## src/rtl/stereo_decimator_if.sv

```systemverilog
// Pixel-in / decimated-pixel-out bundle for stereo_decimator.
// master drives the camera side and the consumer ready; slave is the decimator.
interface stereo_decimator_if;
  logic       frame_start;
  logic       pix_valid;
  logic [7:0] pix_data;
  logic [7:0] out_data;
  logic       out_valid;
  logic       out_ready;
  logic       out_row_end;
  logic       out_frame_end;
  logic       overrun;
  logic       busy;

  modport master (
    output frame_start, pix_valid, pix_data, out_ready,
    input  out_data, out_valid, out_row_end, out_frame_end, overrun, busy
  );

  modport slave (
    input  frame_start, pix_valid, pix_data, out_ready,
    output out_data, out_valid, out_row_end, out_frame_end, overrun, busy
  );
endinterface

```

## src/rtl/stereo_decimator.sv

```systemverilog
// Box-average decimator: each 2^S x 2^S tile of an 8-bit raster becomes one pixel,
// emitted a row at a time over a valid/ready stream.
module stereo_decimator #(
  parameter int WIDTH      = 46,
  parameter int HEIGHT     = 30,
  parameter int SCALE_LOG2 = 4
) (
  input logic               clk,
  input logic               reset,
  stereo_decimator_if.slave bus
);
  localparam int S    = SCALE_LOG2;
  localparam int IN_W = WIDTH << S;
  localparam int IN_H = HEIGHT << S;
  localparam int XW   = $clog2(IN_W);
  localparam int YW   = $clog2(IN_H);
  localparam int CW   = XW - S;
  localparam int IW   = (WIDTH > 1) ? $clog2(WIDTH) : 1;
  localparam int AW   = 8 + 2 * S;
  localparam logic [XW-1:0] X_LAST = XW'(IN_W - 1);
  localparam logic [YW-1:0] Y_LAST = YW'(IN_H - 1);
  localparam logic [IW-1:0] I_LAST = IW'(WIDTH - 1);

  typedef enum logic [1:0] {IDLE, ACCUM, FULL} state_t;

  state_t          state_q, state_d;
  logic [XW-1:0]   x_q, x_d;
  logic [YW-1:0]   y_q, y_d;
  logic [AW-1:0]   acc_q      [WIDTH];
  logic [AW-1:0]   acc_d      [WIDTH];
  logic [7:0]      row_buf_q  [WIDTH];
  logic [7:0]      row_buf_d  [WIDTH];
  logic [7:0]      emit_buf_q [WIDTH];
  logic [7:0]      emit_buf_d [WIDTH];
  logic [IW-1:0]   idx_q, idx_d;
  logic            valid_q, valid_d;
  logic            last_q, last_d;
  logic            overrun_q, overrun_d;

  logic [CW-1:0]   col_idx;
  logic            accept;
  logic            tile_end;
  logic            row_close;

  always_comb begin
    state_d    = state_q;
    x_d        = x_q;
    y_d        = y_q;
    acc_d      = acc_q;
    row_buf_d  = row_buf_q;
    emit_buf_d = emit_buf_q;
    idx_d      = idx_q;
    valid_d    = valid_q;
    last_d     = last_q;
    overrun_d  = overrun_q;
    col_idx    = '0;
    accept     = 1'b0;
    tile_end   = 1'b0;
    row_close  = 1'b0;

    if (valid_q && bus.out_ready) begin
      if (idx_q == I_LAST) begin
        valid_d = 1'b0;
        idx_d   = '0;
      end else begin
        idx_d = idx_q + 1'b1;
      end
    end

    if (state_q == FULL && !valid_d) state_d = IDLE;

    // frame_start wipes everything first so a same-cycle pixel lands as (0,0)
    if (bus.frame_start) begin
      state_d    = ACCUM;
      x_d        = '0;
      y_d        = '0;
      acc_d      = '{default: '0};
      row_buf_d  = '{default: '0};
      emit_buf_d = '{default: '0};
      idx_d      = '0;
      valid_d    = 1'b0;
      last_d     = 1'b0;
      overrun_d  = 1'b0;
    end

    accept = bus.pix_valid && (bus.frame_start || state_q == ACCUM);

    if (accept) begin
      col_idx   = x_d[XW-1:S];
      tile_end  = (&x_d[S-1:0]) && (&y_d[S-1:0]);
      row_close = tile_end && (x_d == X_LAST);

      if (tile_end) begin
        row_buf_d[col_idx] = 8'((acc_d[col_idx] + AW'(bus.pix_data)) >> (2 * S));
        acc_d[col_idx]     = '0;
      end else begin
        acc_d[col_idx] = acc_d[col_idx] + AW'(bus.pix_data);
      end

      // an emitter finishing its last beat this cycle counts as idle
      if (row_close) begin
        if (!valid_d) begin
          emit_buf_d = row_buf_d;
          idx_d      = '0;
          valid_d    = 1'b1;
          last_d     = (y_d == Y_LAST);
        end else begin
          overrun_d = 1'b1;
        end
      end

      if (x_d == X_LAST) begin
        x_d = '0;
        if (y_d == Y_LAST) begin
          y_d     = '0;
          state_d = FULL;
        end else begin
          y_d = y_d + 1'b1;
        end
      end else begin
        x_d = x_d + 1'b1;
      end
    end
  end

  always_ff @(posedge clk or posedge reset) begin
    if (reset) begin
      state_q    <= IDLE;
      x_q        <= '0;
      y_q        <= '0;
      acc_q      <= '{default: '0};
      row_buf_q  <= '{default: '0};
      emit_buf_q <= '{default: '0};
      idx_q      <= '0;
      valid_q    <= 1'b0;
      last_q     <= 1'b0;
      overrun_q  <= 1'b0;
    end else begin
      state_q    <= state_d;
      x_q        <= x_d;
      y_q        <= y_d;
      acc_q      <= acc_d;
      row_buf_q  <= row_buf_d;
      emit_buf_q <= emit_buf_d;
      idx_q      <= idx_d;
      valid_q    <= valid_d;
      last_q     <= last_d;
      overrun_q  <= overrun_d;
    end
  end

  assign bus.out_data      = emit_buf_q[idx_q];
  assign bus.out_valid     = valid_q;
  assign bus.out_row_end   = valid_q && (idx_q == I_LAST);
  assign bus.out_frame_end = valid_q && (idx_q == I_LAST) && last_q;
  assign bus.overrun       = overrun_q;
  assign bus.busy          = (state_q != IDLE);
endmodule

```

## src/flat_wrapper.sv

```systemverilog
// flat-port wrapper written by rule: the top's interface ports become plain ports
module stereo_decimator_flat 
#(
  parameter int WIDTH      = 46,
  parameter int HEIGHT     = 30,
  parameter int SCALE_LOG2 = 4
)
  (clk, reset, bus_frame_start, bus_pix_valid, bus_pix_data, bus_out_ready, bus_out_data, bus_out_valid, bus_out_row_end, bus_out_frame_end, bus_overrun, bus_busy);
  stereo_decimator_if bus_i ();
  input logic clk;
  input logic reset;
  input wire logic [$bits(bus_i.frame_start)-1:0] bus_frame_start;
  input wire logic [$bits(bus_i.pix_valid)-1:0] bus_pix_valid;
  input wire logic [$bits(bus_i.pix_data)-1:0] bus_pix_data;
  input wire logic [$bits(bus_i.out_ready)-1:0] bus_out_ready;
  output wire logic [$bits(bus_i.out_data)-1:0] bus_out_data;
  output wire logic [$bits(bus_i.out_valid)-1:0] bus_out_valid;
  output wire logic [$bits(bus_i.out_row_end)-1:0] bus_out_row_end;
  output wire logic [$bits(bus_i.out_frame_end)-1:0] bus_out_frame_end;
  output wire logic [$bits(bus_i.overrun)-1:0] bus_overrun;
  output wire logic [$bits(bus_i.busy)-1:0] bus_busy;
  assign bus_i.frame_start = bus_frame_start;
  assign bus_i.pix_valid = bus_pix_valid;
  assign bus_i.pix_data = bus_pix_data;
  assign bus_i.out_ready = bus_out_ready;
  assign bus_out_data = bus_i.out_data;
  assign bus_out_valid = bus_i.out_valid;
  assign bus_out_row_end = bus_i.out_row_end;
  assign bus_out_frame_end = bus_i.out_frame_end;
  assign bus_overrun = bus_i.overrun;
  assign bus_busy = bus_i.busy;
  stereo_decimator #(.WIDTH(WIDTH), .HEIGHT(HEIGHT), .SCALE_LOG2(SCALE_LOG2)) u_core (.clk(clk), .reset(reset), .bus(bus_i));
endmodule
```

## config.mk

```make
export PLATFORM = sky130hd
export DESIGN_NAME = stereo_decimator_flat
export DESIGN_NICKNAME = d
export VERILOG_FILES = /design/src/rtl/stereo_decimator_if.sv /design/src/rtl/stereo_decimator.sv /design/src/flat_wrapper.sv
export SDC_FILE = /design/constraint.sdc
export NUM_CORES = 2
export LEC_CHECK = 0
export BUFFER_PORTS_ARGS = -buffer_cell sky130_fd_sc_hd__buf_4
export CAP_MARGIN = 30
export CORE_UTILIZATION = 48
export CTS_CLUSTER_DIAMETER = 80
export DETAILED_ROUTE_END_ITERATION = 10
export MAX_ROUTING_LAYER = met4
export PLACE_DENSITY = 0.62
export SLEW_MARGIN = 20
export SYNTH_ARGS = -nofsm -noshare
export SYNTH_HDL_FRONTEND = slang
export SYNTH_SLANG_ARGS = --single-unit
```

## constraint.sdc

```tcl
create_clock -name clk -period 91.4 [get_ports clk]
set_input_delay 13.71 -clock clk [delete_from_list [all_inputs] [get_ports clk]]
set_output_delay 13.71 -clock clk [all_outputs]
set_load 0.05 [all_outputs]
```

# After elaboration in Yosys (flattened, before gate mapping)
# Index checks and enable logic that the tools add are counted.
# word_totals
reg_bits	1502
in_bits	13
out_inout_bits	13
# op_classes
n_addsub	4
magnitude_cmp	3
eq_ne	5
mux	53
bitwise	4
reduce_logical	13
# op_table
cell	n
$mux W368	7
$mux W736	3
$and A736 B736 Y736	1
$bwmux W736	1
$not A736 Y736	1
$bwmux W368	1
$bmux W16 S6	1
$demux W16 S6	1
$bmux W8 S6	1
$demux W8 S6	1
$mux W16	3
$mux W6	6
$mux W9	4
$mux W10	3
$mux W8	3
$add A16 B8 Y16	1
$ge A7 B7 Y1 const B	2
$not A6 Y7	2
$mux W1	13
$add A10 B1 Y10 const B	1
$eq A10 B10 Y1 const B	1
$mux W2	5
$add A9 B1 Y9 const B	1
$eq A9 B9 Y1 const B	1
10 further kinds	18

# Logic depth before layout (Yosys ltp)
# logic_depth
depth_word	11
ltp_mapped	29

# Worst setup path after synthesis
# No wires, ideal clock.
# synth_timing
path_type	input to register
start	in bus_frame_start
end	reg u_core.acc_q[120] (netlist bit)
setup_time_ps	133
t_arrival_ps	18300
required_ps	91267
slack_ps	72967
cell_stages	23
n_path_buf	8
cell_sequence	buf_2 clkbuf_1 clkbuf_1 clkbuf_1 clkbuf_1 clkbuf_1 clkbuf_1 a211oi_1 o21ai_0 a21oi_1 o22ai_1 a41oi_1 ha_1 fa_1 a21o_1 a21oi_1 o21ai_0 a21o_1 a21o_1 xor2_1 nand2b_1 clkbuf_1 o21ai_0
# synth_rtl
element	line	rtl
from (decl)	flat_wrapper.sv:12	input wire logic [$bits(bus_i.frame_start)-1:0] bus_frame_start;
to (signal assigned)	stereo_decimator.sv:131	acc_q <= '{default: '0};
to (signal assigned)	stereo_decimator.sv:142	acc_q <= acc_d;
to (decl)	stereo_decimator.sv:29	logic [AW-1:0] acc_q [WIDTH];

==> impl_results.md <==
- Initial core utilization: 48.4%
- Die span in y: 379 um
- Post-synth top area share: 54.7%
- Share of layout cells above drive strength 1: 11.5%
- Syn Nets: 6534
- WP data arrival: 20.16 ns
- HP Class: reg2reg
- Async SR Flop Fraction: 100%
- Detail Placement HPWL: 130000 um
- Endpoint class of the critical path: flip-flop
- GP Congestion: 0.942
- Syn Inst Count: 6507
- CTS tree: yes
- Synth area leader: dfrtp_1
- Tot Pwr: 1.40 mW
- Final #Nets: 6299
- Vias in the first global route: 50200
- Max Clock Skew: 0.0390 ns
- Rel. slew slack: 17.8%
- GR Util All Layers: 31.1%
- Total wire length after detailed routing: 217000 um
- XOR/XNOR share of the synthesized area: 0.359%
- Post-synthesis mux area share: 9.03%
- Top post-synthesis cells by area: dfrtp_1 (55%), nand3b_1 (8.3%), o21ai_0 (6.7%)
- Max clock buf depth: 3
- Ys Warns: 0
- Internal Power: 1.06 mW
- Post-synth EDFFs: 0
- NetSw: 0.338 mW
- Setup CP Type: in2reg
- Max-cap violations: 0
- Worst EP required: 92.02 ns
- Multi-input logic area: 0.0287 mm2
- Horiz. Die Dim: 379 um
- Reg power frac: 47.4%
- Area delta synth->final: 11.0%
- Status: complete, no violations
- Total leakage power: 30.8 nW
- Clock slew at reported path FFs: 0.06 ns
- Mapped Area: 0.0684 mm2
- Vias/cell: 6.30
- Top-count cell post-synth: dfrtp_1
- Slew @ Worst Pin: 1.23 ns
- Max VDD drop: 0.0000176 V
- Synth Area in Compound Gates: 15.1%
- Sw frac: 24.2%
- Crit share post-route: 21.4%
- Average wire per standard cell: 26.2 um
- Hold-fix buffers at CTS: 0
- Power per cell area: 18.4 mW/mm2
- Sink Count: 1494
- Largest family of logic cells by synthesized area: simple AND/OR/NAND/NOR gates
- Distinct cells, synth: 70
- Clock latency on the worst-skew pair: 0.82 ns
- Port Buffers: 25
- Highest Clock Rate: 0.0512 GHz
- Flops & latches, synth: 1494
- H-tree levels: 4
- Global-route wire length before repair: 328000 um
- Root Driver: clkbuf_16
- Most frequent cells after synthesis: dfrtp_1 (1494), nand2_1 (1045), o21ai_0 (921)
- Critical path peak fanout: 71
- Part of the power in the clock network: 47.3%
- Post-CTS Setup Inserts: 0
- Via count: 52200
- Fillcell total: 12400
- Largest net degree at the start of global routing: 182
- Commonest register cell after synthesis: dfrtp_1
- Setup crit start kind: input pin
- Core area: 0.141 mm2
- Global route overflow: 0
- Die area: 0.144 mm2
- DRT antenna net count: 0
- Cts bufs inserted: 163
- Period minus WS final: 19.53 ns
- Comb power frac: 5.2%
- Post-Synth Adder-Cell Area: 0.267%
- Residual DRC count: 0
- Max-slew violation count: 0
- Total negative slack: 0 ns
- Top Ports: 26
- 1st-iter DRT viols: 5850
- Syn avg cell area: 10.5 um2
- Post-CTS sizing: 0
- FF+latch area: 0.0374 mm2
- Sequential cell area fraction in the yosys report: 54.7%
- Rows: 138
- DR pass1 iterations: 7
- Antenna violations before repair: 4
- RSZ-0062 raised after global routing: false
- Final setup vio count: 0
- Simple-Gate Fraction of Synth Area: 16.9%
- Final Hold Fails: 0
per-stage QoR:
step / worst slack [ns] / instance area, um2 / std cells / utilization (%) / hold WS, ns
final: 71.87 / 75900 / 8292 / 53.7 / 0.474
after global routing: 71.78 / 75900 / 8290 / 53.7 / 0.493
after CTS: 72.18 / 75600 / 8277 / 53.5 / 0.478
after detailed placement: 71.34 / 70200 / 7985 / 49.7 / 0.465
after global placement: 71.36 / 70000 / 7971 / 49.5 / 0.455
after floorplan: 35.55 / 68400 / 6507 / - / 0.444
flip-flops by register name (all words and copies together), names as in the netlist:
register / cells
u_core.last_q: 1
u_core.row_buf_q: 360
u_core.emit_buf_q: 368
u_core.acc_q: 736
u_core.y_q: 9
u_core.bus.overrun: 1
u_core.x_q: 10
u_core.bus.out_valid: 1
u_core.idx_q: 6
u_core.state_q: 2
critical path, cell delays in order:
cell      delay [ns]
buf_8           0.29
buf_4           0.53
nand2b_1        0.61
buf_4           0.44
a221oi_1        0.09
o21ai_0         0.11
a31oi_1         0.16
o21ai_0         0.13
o31ai_1         0.19
ha_1            0.37
a211oi_1        0.09
o21ai_0         0.32
a21o_1          0.18
a21o_1          0.14
a21oi_1         0.12
nand2b_1        0.21
nor4b_2         0.54
xnor2_2         0.17
buf_4           0.38
buf_4           0.85
o21ai_0         0.26
power by group through the flow:
stage	combinational, mW	sequential [mW]	clock (mW)
after floorplan	0.0393	0.677	0
after global placement	0.0698	0.675	0
after detailed placement	0.0708	0.675	0
after CTS	0.0709	0.663	0.670
after global routing	0.0770	0.662	0.697
final	0.0732	0.663	0.661
cell families after synthesis:
group	count (synthesis)
AND/OR/NAND/NOR	2184
AO/OA/AOI/OAI	1782
flip-flops	1494
buffers and inverters	618
multiplexers	387
XOR/XNOR	28
adder cells (fa/ha/maj)	14
cell usage in the layout, fill, tap and decap left out, types with 15 or more instances in the layout:
| master | count |
|---|---|
| a211oi_1 | 34 |
| o31ai_1 | 55 |
| clkbuf_1 | 42 |
| nor2_1 | 121 |
| a221oi_1 | 15 |
| clkbuf_8 | 41 |
| dfrtp_1 | 1488 |
| mux4_2 | 183 |
| clkinv_2 | 20 |
| nor2b_1 | 27 |
| mux2i_1 | 193 |
| o221ai_1 | 18 |
| nand2b_1 | 20 |
| nand3_1 | 113 |
| clkbuf_16 | 165 |
| a21oi_1 | 433 |
| o21ai_0 | 921 |
| o31ai_2 | 20 |
| nor3_1 | 21 |
| nand3b_1 | 755 |
| o22ai_1 | 35 |
| nand2_1 | 1041 |
| a22o_1 | 175 |
| buf_4 | 182 |
path summary, 6_finish.rpt:
path                                             start                        endpoint  cells after the start  slack (ns)
setup reg to reg               u_core.x_q[4]$_DFF_PP0_     u_core.acc_q[335]$_DFF_PP0_                     19       83.71
max in group asynchronous                        reset  u_core.row_buf_q[50]$_DFF_PP0_                      9       74.14
hold / removal             u_core.acc_q[110]$_DFF_PP0_     u_core.acc_q[110]$_DFF_PP0_                      2        0.47
hold reg to reg            u_core.acc_q[110]$_DFF_PP0_     u_core.acc_q[110]$_DFF_PP0_                      2        0.47
min in group asynchronous                        reset     u_core.acc_q[724]$_DFF_PP0_                      2       12.91
setup / recovery                       bus_frame_start     u_core.acc_q[335]$_DFF_PP0_                     21       71.87
final cells by class:
class | instances | area share [%]
multi-input combinational | 4395 | 37.9
tap | 1890 | 3.12
clock inverter | 44 | 0.696
timing repair buffer | 212 | 2.60
inverter | 6 | 0.0396
antenna | 3 | 0.00989
clock buffer | 248 | 6.39
sequential | 1494 | 49.3
metal layers:
metal | global-route usage (%) | wire length (um)
met1 | 45.0 | 97000
met2 | 44.0 | 96400
met4 | 10.3 | 6540
met5 | - | 0
met3 | 5.90 | 17300
(Power assumes the default switching activity.)
